--- src/rtl/muldiv_pkg.sv ---
// Shared definitions for the multi-cycle multiply/divide sequencer.
package muldiv_pkg;

  localparam int unsigned DEFAULT_WIDTH = 32;

  localparam logic OP_MUL = 1'b0;
  localparam logic OP_DIV = 1'b1;

  typedef enum logic [1:0] {
    IDLE = 2'd0,
    MUL  = 2'd1,
    DIV  = 2'd2,
    DONE = 2'd3
  } muldiv_state_t;

endpackage

--- src/rtl/muldiv_ctrl.sv ---
// Multi-cycle unsigned MUL/DIV sequencer: one iteration per cycle, result
// latched into HI/LO on the edge entering DONE, start/busy/done handshake.
module muldiv_ctrl
  import muldiv_pkg::*;
#(
  parameter int unsigned WIDTH = DEFAULT_WIDTH,
  parameter int unsigned ITERS = WIDTH
) (
  input  logic             clk,
  input  logic             rst,
  input  logic             start,
  input  logic             op,
  input  logic [WIDTH-1:0] in_s1,
  input  logic [WIDTH-1:0] in_s2,
  input  logic             abort,
  output logic             busy,
  output logic             done,
  output logic [WIDTH-1:0] hi,
  output logic [WIDTH-1:0] lo,
  output logic             div_by_zero
);

  localparam int unsigned CW = $clog2(ITERS + 1);
  localparam logic [CW-1:0] LAST = CW'(ITERS - 1);

  muldiv_state_t r_state;
  muldiv_state_t w_next_state;

  // Shared operand registers: r_opa is multiplicand (MUL) or the dividend
  // shifted out MSB-first (DIV); r_opb is the divisor. The multiplier lives
  // in the low half of the accumulator.
  logic [WIDTH-1:0]   r_opa;
  logic [WIDTH-1:0]   r_opb;
  logic [CW-1:0]      r_cnt;
  logic [2*WIDTH-1:0] r_acc;
  logic [WIDTH-1:0]   r_rem;
  logic [WIDTH-1:0]   r_quo;
  logic [WIDTH-1:0]   r_hi;
  logic [WIDTH-1:0]   r_lo;
  logic               r_dbz;

  logic               w_last;
  logic [WIDTH:0]     w_mul_sum;
  logic [2*WIDTH-1:0] w_acc_next;
  logic [WIDTH:0]     w_rem_sh;
  logic               w_ge;
  logic [WIDTH-1:0]   w_rem_next;
  logic [WIDTH-1:0]   w_quo_next;

  assign w_last = (r_cnt == LAST);

  // State register; reset has priority over everything else.
  always_ff @(posedge clk) begin
    if (rst) r_state <= IDLE;
    else     r_state <= w_next_state;
  end

  // Next-state: start only in IDLE, abort only while iterating.
  always_comb begin
    w_next_state = r_state;
    unique case (r_state)
      IDLE: begin
        if (start) begin
          unique case (op)
            OP_MUL: w_next_state = MUL;
            OP_DIV: w_next_state = DIV;
            default: w_next_state = IDLE;
          endcase
        end
      end
      MUL, DIV: begin
        if (abort)       w_next_state = IDLE;
        else if (w_last) w_next_state = DONE;
      end
      DONE:    w_next_state = IDLE;
      default: w_next_state = IDLE;
    endcase
  end

  // One iteration of each datapath. The 2W+1-bit shift-add accumulator exists
  // only transiently: the carry bit is the top of w_mul_sum and is consumed by
  // the right shift, so r_acc stores 2W bits. Likewise the W+1-bit remainder
  // is w_rem_sh; after the conditional subtract it always fits W bits.
  always_comb begin
    w_mul_sum  = {1'b0, r_acc[2*WIDTH-1:WIDTH]}
               + (r_acc[0] ? {1'b0, r_opa} : {(WIDTH+1){1'b0}});
    w_acc_next = {w_mul_sum, r_acc[WIDTH-1:1]};
    w_rem_sh   = {r_rem, r_opa[WIDTH-1]};
    w_ge       = (w_rem_sh >= {1'b0, r_opb});
    w_rem_next = w_ge ? WIDTH'(w_rem_sh - {1'b0, r_opb}) : w_rem_sh[WIDTH-1:0];
    w_quo_next = {r_quo[WIDTH-2:0], w_ge};
  end

  // Datapath and architectural HI/LO; HI/LO/flag change only on the final
  // iteration edge, so abort leaves them untouched.
  always_ff @(posedge clk) begin
    if (rst) begin
      r_opa <= '0;
      r_opb <= '0;
      r_cnt <= '0;
      r_acc <= '0;
      r_rem <= '0;
      r_quo <= '0;
      r_hi  <= '0;
      r_lo  <= '0;
      r_dbz <= 1'b0;
    end else begin
      unique case (r_state)
        IDLE: begin
          if (start) begin
            r_opa <= in_s1;
            r_opb <= in_s2;
            r_cnt <= '0;
            r_acc <= {{WIDTH{1'b0}}, in_s2};
            r_rem <= '0;
            r_quo <= '0;
          end
        end
        MUL: begin
          if (!abort) begin
            r_acc <= w_acc_next;
            r_cnt <= r_cnt + CW'(1);
            if (w_last) begin
              r_hi  <= w_acc_next[2*WIDTH-1:WIDTH];
              r_lo  <= w_acc_next[WIDTH-1:0];
              r_dbz <= 1'b0;
            end
          end
        end
        DIV: begin
          if (!abort) begin
            r_rem <= w_rem_next;
            r_quo <= w_quo_next;
            r_opa <= {r_opa[WIDTH-2:0], 1'b0};
            r_cnt <= r_cnt + CW'(1);
            if (w_last) begin
              r_hi  <= w_rem_next;
              r_lo  <= w_quo_next;
              r_dbz <= (r_opb == '0);
            end
          end
        end
        default: ;
      endcase
    end
  end

  // Outputs decode registered state only; no input-to-output path.
  always_comb begin
    busy        = (r_state != IDLE);
    done        = (r_state == DONE);
    hi          = r_hi;
    lo          = r_lo;
    div_by_zero = r_dbz;
  end

endmodule

--- config.mk ---
export PLATFORM = sky130hd
export DESIGN_NAME = muldiv_ctrl
export DESIGN_NICKNAME = d
export VERILOG_FILES = /design/src/rtl/muldiv_pkg.sv /design/src/rtl/muldiv_ctrl.sv
export SDC_FILE = /design/constraint.sdc
export NUM_CORES = 1
export LEC_CHECK = 0
export CORE_ASPECT_RATIO = 0.9
export CORE_MARGIN = 2
export CORE_UTILIZATION = 56
export DETAILED_ROUTE_END_ITERATION = 7
export GPL_TIMING_DRIVEN = 0
export PLACE_DENSITY = 0.9
export SYNTH_ARGS = -nofsm -noshare
export SYNTH_HDL_FRONTEND = slang
export SYNTH_SLANG_ARGS = --single-unit
--- constraint.sdc ---
create_clock -name clk -period 4.65 [get_ports clk]
set_clock_uncertainty 0.15 [all_clocks]
set_input_delay 0.465 -clock clk [delete_from_list [all_inputs] [get_ports clk]]
set_output_delay 0.465 -clock clk [all_outputs]
set_load 0.01 [all_outputs]
==> results of run 1 <==
[state kept, by name, indices dropped and copies added, names as in the netlist]
signal	cells
r_acc	64
hi	32
lo	32
r_opa	32
r_opb	32
r_rem	32
r_quo	31
r_cnt	6
r_state	2
div_by_zero	1
[power groups by stage]
| stage | Combinational [mW] | Sequential [mW] | Clock, mW |
|---|---|---|---|
| 6_report | 3.85 | 2.85 | 2.56 |
| 3_3_place_gp | 3.59 | 2.85 | 0 |
| 5_1_grt | 4.11 | 2.87 | 2.64 |
| 3_5_place_dp | 3.68 | 2.87 | 0 |
| 4_1_cts | 3.72 | 2.83 | 2.55 |
| 2_1_floorplan | 2.63 | 2.77 | 0 |
[worst max path at each step]
stage | start | end | slack [ns] | cells past startpoint
3_3_place_gp | r_acc[0]$_SDFFE_PP0P_ | hi[31]$_SDFFE_PP0P_ | 0.72 | 15
5_1_grt | r_acc[0]$_SDFFE_PP0P_ | hi[28]$_SDFFE_PP0P_ | 0.25 | 14
4_1_cts | r_acc[0]$_SDFFE_PP0P_ | hi[29]$_SDFFE_PP0P_ | 0.57 | 15
3_5_place_dp | r_acc[0]$_SDFFE_PP0P_ | hi[29]$_SDFFE_PP0P_ | 0.64 | 15
6_report | r_acc[0]$_SDFFE_PP0P_ | hi[29]$_SDFFE_PP0P_ | 0.44 | 15
2_1_floorplan | r_acc[0]$_SDFFE_PP0P_ | hi[31]$_SDFFE_PP0P_ | 1.39 | 12
[layer usage]
layer / global-route usage, % / wire, microns
met5: 0 / 0
met3: 6.63 / 5910
met2: 54.8 / 21300
met4: 13.0 / 1860
met1: 49.0 / 20500
[layout make-up]
| type | count | share of cell area (%) |
|---|---|---|
| multi-input cells | 1358 | 48.8 |
| plain buffers | 126 | 2.93 |
| clock inverters | 21 | 2.03 |
| repair buffers | 134 | 7.78 |
| flip-flops and latches | 264 | 30.6 |
| well taps | 342 | 2.48 |
| clock buffers | 29 | 4.08 |
| inverters | 57 | 1.24 |
[through the flow]
stage | hold WS, ns | power [mW] | instance area (sq um) | utilization, % | setup slack, ns
global placement | 0.296 | 6.44 | 16200 | 64.1 | 0.718
CTS | 0.313 | 9.10 | 17200 | 68.3 | 0.567
global route | 0.346 | 9.62 | 17200 | 68.3 | 0.252
detailed placement | 0.304 | 6.55 | 16200 | 64.1 | 0.638
floorplan | 0.286 | 5.40 | 14400 | - | 1.39
finish | 0.313 | 9.27 | 17200 | 68.3 | 0.442
[cell usage after synthesis, types with 4 or more instances]
library cell                 n  area [sq um]
sky130_fd_sc_hd__buf_1       6          22.5
sky130_fd_sc_hd__buf_2       8          40.0
sky130_fd_sc_hd__o211ai_1   10          75.1
sky130_fd_sc_hd__o22ai_1    19           119
sky130_fd_sc_hd__a21oi_1   189           946
sky130_fd_sc_hd__nand3_1    58           290
sky130_fd_sc_hd__and2_1     37           231
sky130_fd_sc_hd__o21ai_0    58           290
sky130_fd_sc_hd__or2_2       4          25.0
sky130_fd_sc_hd__xor2_1     31           272
sky130_fd_sc_hd__o31ai_1     4          30.0
sky130_fd_sc_hd__nor4_1     11          68.8
sky130_fd_sc_hd__clkbuf_1  109           409
sky130_fd_sc_hd__nor3b_1     4          30.0
sky130_fd_sc_hd__or3_1       6          37.5
sky130_fd_sc_hd__dfxtp_1   264          5290
sky130_fd_sc_hd__and3_1      8          50.1
sky130_fd_sc_hd__nor2b_1     9          56.3
sky130_fd_sc_hd__a22oi_1    31           233
sky130_fd_sc_hd__a211oi_1  105           788
sky130_fd_sc_hd__xnor2_1    29           254
sky130_fd_sc_hd__nor2_1    190           713
sky130_fd_sc_hd__inv_1      56           210
sky130_fd_sc_hd__o21bai_1    7          52.6
sky130_fd_sc_hd__nand2b_1   14          87.6
sky130_fd_sc_hd__mux2i_1   102          1020
sky130_fd_sc_hd__a31oi_1    10          62.6
sky130_fd_sc_hd__ha_1       70           876
sky130_fd_sc_hd__nor3_1     13          65.1
sky130_fd_sc_hd__a21o_1     26           195
sky130_fd_sc_hd__nand2_1   220           826
sky130_fd_sc_hd__a211o_1     5          43.8
sky130_fd_sc_hd__o21ai_1    25           125
sky130_fd_sc_hd__nand4_1    17           106
[worst max-delay path, stage by stage, from the launching register on]
cell and delay (ns):
sky130_fd_sc_hd__dfxtp_1 0.45, sky130_fd_sc_hd__clkbuf_1 0.33, sky130_fd_sc_hd__and2_1 0.20, sky130_fd_sc_hd__ha_1 0.19, sky130_fd_sc_hd__inv_1 0.07, sky130_fd_sc_hd__fa_1 0.38, sky130_fd_sc_hd__nand2b_1 0.23, sky130_fd_sc_hd__a21oi_1 0.21
sky130_fd_sc_hd__o21ai_1 0.21, sky130_fd_sc_hd__o21ai_1 0.41, sky130_fd_sc_hd__o31a_1 0.26, sky130_fd_sc_hd__a221o_1 0.24, sky130_fd_sc_hd__a31o_1 0.22, sky130_fd_sc_hd__xor2_1 0.26, sky130_fd_sc_hd__o211ai_1 0.14, sky130_fd_sc_hd__a21oi_1 0.16
[cells by family after synthesis]
| family | synth area share, % |
|---|---|
| simple gates | 18.4 |
| flops | 36.6 |
| xor+xnor | 3.64 |
| fa+ha+maj | 6.35 |
| mux | 7.16 |
| buf+inv | 4.99 |
| compound gates | 22.8 |
==> flow_summary.ini, run 1 <==
[clock_tree]
clk_latency_ns = 0.56
cts_inserted_buffers = 27
post_cts.resized_instances = 0
path_clk_slew_ns = 0.07
ctsHoldBuffers = 0
h-tree-depth = 1
cts.repair_timing.setup_buffer_count = 0
cts_tree = done
clk_root_buffer_cell = sky130_fd_sc_hd__clkbuf_16
ctsLongestPathBuffers = 3
numClockSinks = 264

[yosys]
synth_seq_area_share_pct = 36.6
post_synth_design_cell_area_sq_um = 14400
yosys_register_bits = 264
synth_async_sr_flop_share_pct = 0
synth_fp_nets = 1946
ys.warnings.count = 0
avgSynthCellArea_sq_um = 7.99
syn_inst = 1805
synth_enable_flop_cells = 0
netlist-cell-type-count = 66
synthFlopType = sky130_fd_sc_hd__dfxtp_1

[sta]
setup_total_negative_slack_ns = 0
final-max-slew-violation-count = 0
fmaxAchievable_mhz = 238
hold_viol_final = 0
worst-slew-pin-transition_ns = 1.25
finalCritPeriodShare_pct = 90.5
final_period_minus_worst_setup_slack_ns = 4.21
grt_setup_unrepaired = false
report.final.setup_viol = 0
max-slew-margin-rel_pct = 16.3

[final_layout]
layout.area.seq_sq_um = 5290
post_route_non_filler_standard_cell_count = 2331
finish.net_count = 2109
layout.cells.most_common_list = sky130_fd_sc_hd__dfxtp_1 (264), sky130_fd_sc_hd__nand2_1 (220), sky130_fd_sc_hd__nor2_1 (190)
multiInputGateArea_sq_um = 8420
fill_cells = 1974
mostFrequentLayoutCell = sky130_fd_sc_hd__dfxtp_1
antenna_cells = 0
area_growth_pct = 19.6
drive_gt1_share_pct = 3.52

[grt]
grt_first_pass_wirelength_microns = 75800
globalRouteTotalUtil_pct = 35.3
first_global_vias = 14000
pin_count_of_the_biggest_net_entering_global_routing = 17
antenna_found_initial = 0
gr-total-overflow = 0

[place]
place.detailed.instances = 2281
gpl.final_weighted_congestion = 1.01
port-buffer-count = 134
place.detailed.hpwl_microns = 37800

[run]
timing.max_cap.violations = 0

[critical_path]
timing.setup.critical_path_class = flip-flop to flip-flop
setup.worst_path.start_class = flip-flop
setup.worst_path.end_class = flip-flop
required_time_of_the_worst_setup_path_ns = 4.98
regToRegEndpoint = hi[29]$_SDFFE_PP0P_
crit_fanout = 10
crit_arrival_ns = 4.54
timing.rr.start = r_acc[0]$_SDFFE_PP0P_
worst-r2r-cell-count = 15
worst-r2r-setup-slack_ns = 0.44

[power_and_ir_drop]
power_leakage_nw = 6.62
netSwitchingPower_mw = 3.88
sequentialPowerShare_pct = 30.7
peakVddDrop_v = 0.000367
comb_power_share_pct = 41.6
power-per-cell-area_nw_per_um2 = 537
internal_power_component_mw = 5.39
sw_frac_of_total_pct = 41.8
power.share.clock_pct = 27.7

[floorplan]
coreArea_sq_um = 25300
area_enclosed_by_the_die_boundary_sq_um = 27100
rows = 55
die_w_microns = 173
effective_utilization_at_floorplan_pct = 57.1
fp.dieH_microns = 156
io-pin-count = 136

[min_path]
timing.hold.worst_endpoint = r_opb[11]$_SDFFE_PP0P_
hp-class = flip-flop to flip-flop
timing.hold.worst.start = r_opb[11]$_SDFFE_PP0P_
min_delay_path_depth = 2

[drt]
routedWlPerCell_microns = 21.3
routed-via-count = 14900
drt-pass1-iter-count = 6
via_per_inst = 6.37
postRouteWirelength_microns = 49600
detailed_route_iter0_violations = 1954
drcViolationCount = 0
drtAntennaViolNets = 0

[run_status]
status = complete, no violations
(Power assumes the default switching activity.)
==> inputs of run 2 (changes only) <==
--- a/config.mk
+++ b/config.mk
@@ -11,6 +11,7 @@
 export DETAILED_ROUTE_END_ITERATION = 7
 export GPL_TIMING_DRIVEN = 0
 export PLACE_DENSITY = 0.9
+export SKIP_LAST_GASP = 1
 export SYNTH_ARGS = -nofsm -noshare
 export SYNTH_HDL_FRONTEND = slang
 export SYNTH_SLANG_ARGS = --single-unit
==> results of run 2 <==
Same layout as run 1: the final DEF is identical, and so are final timing and power.
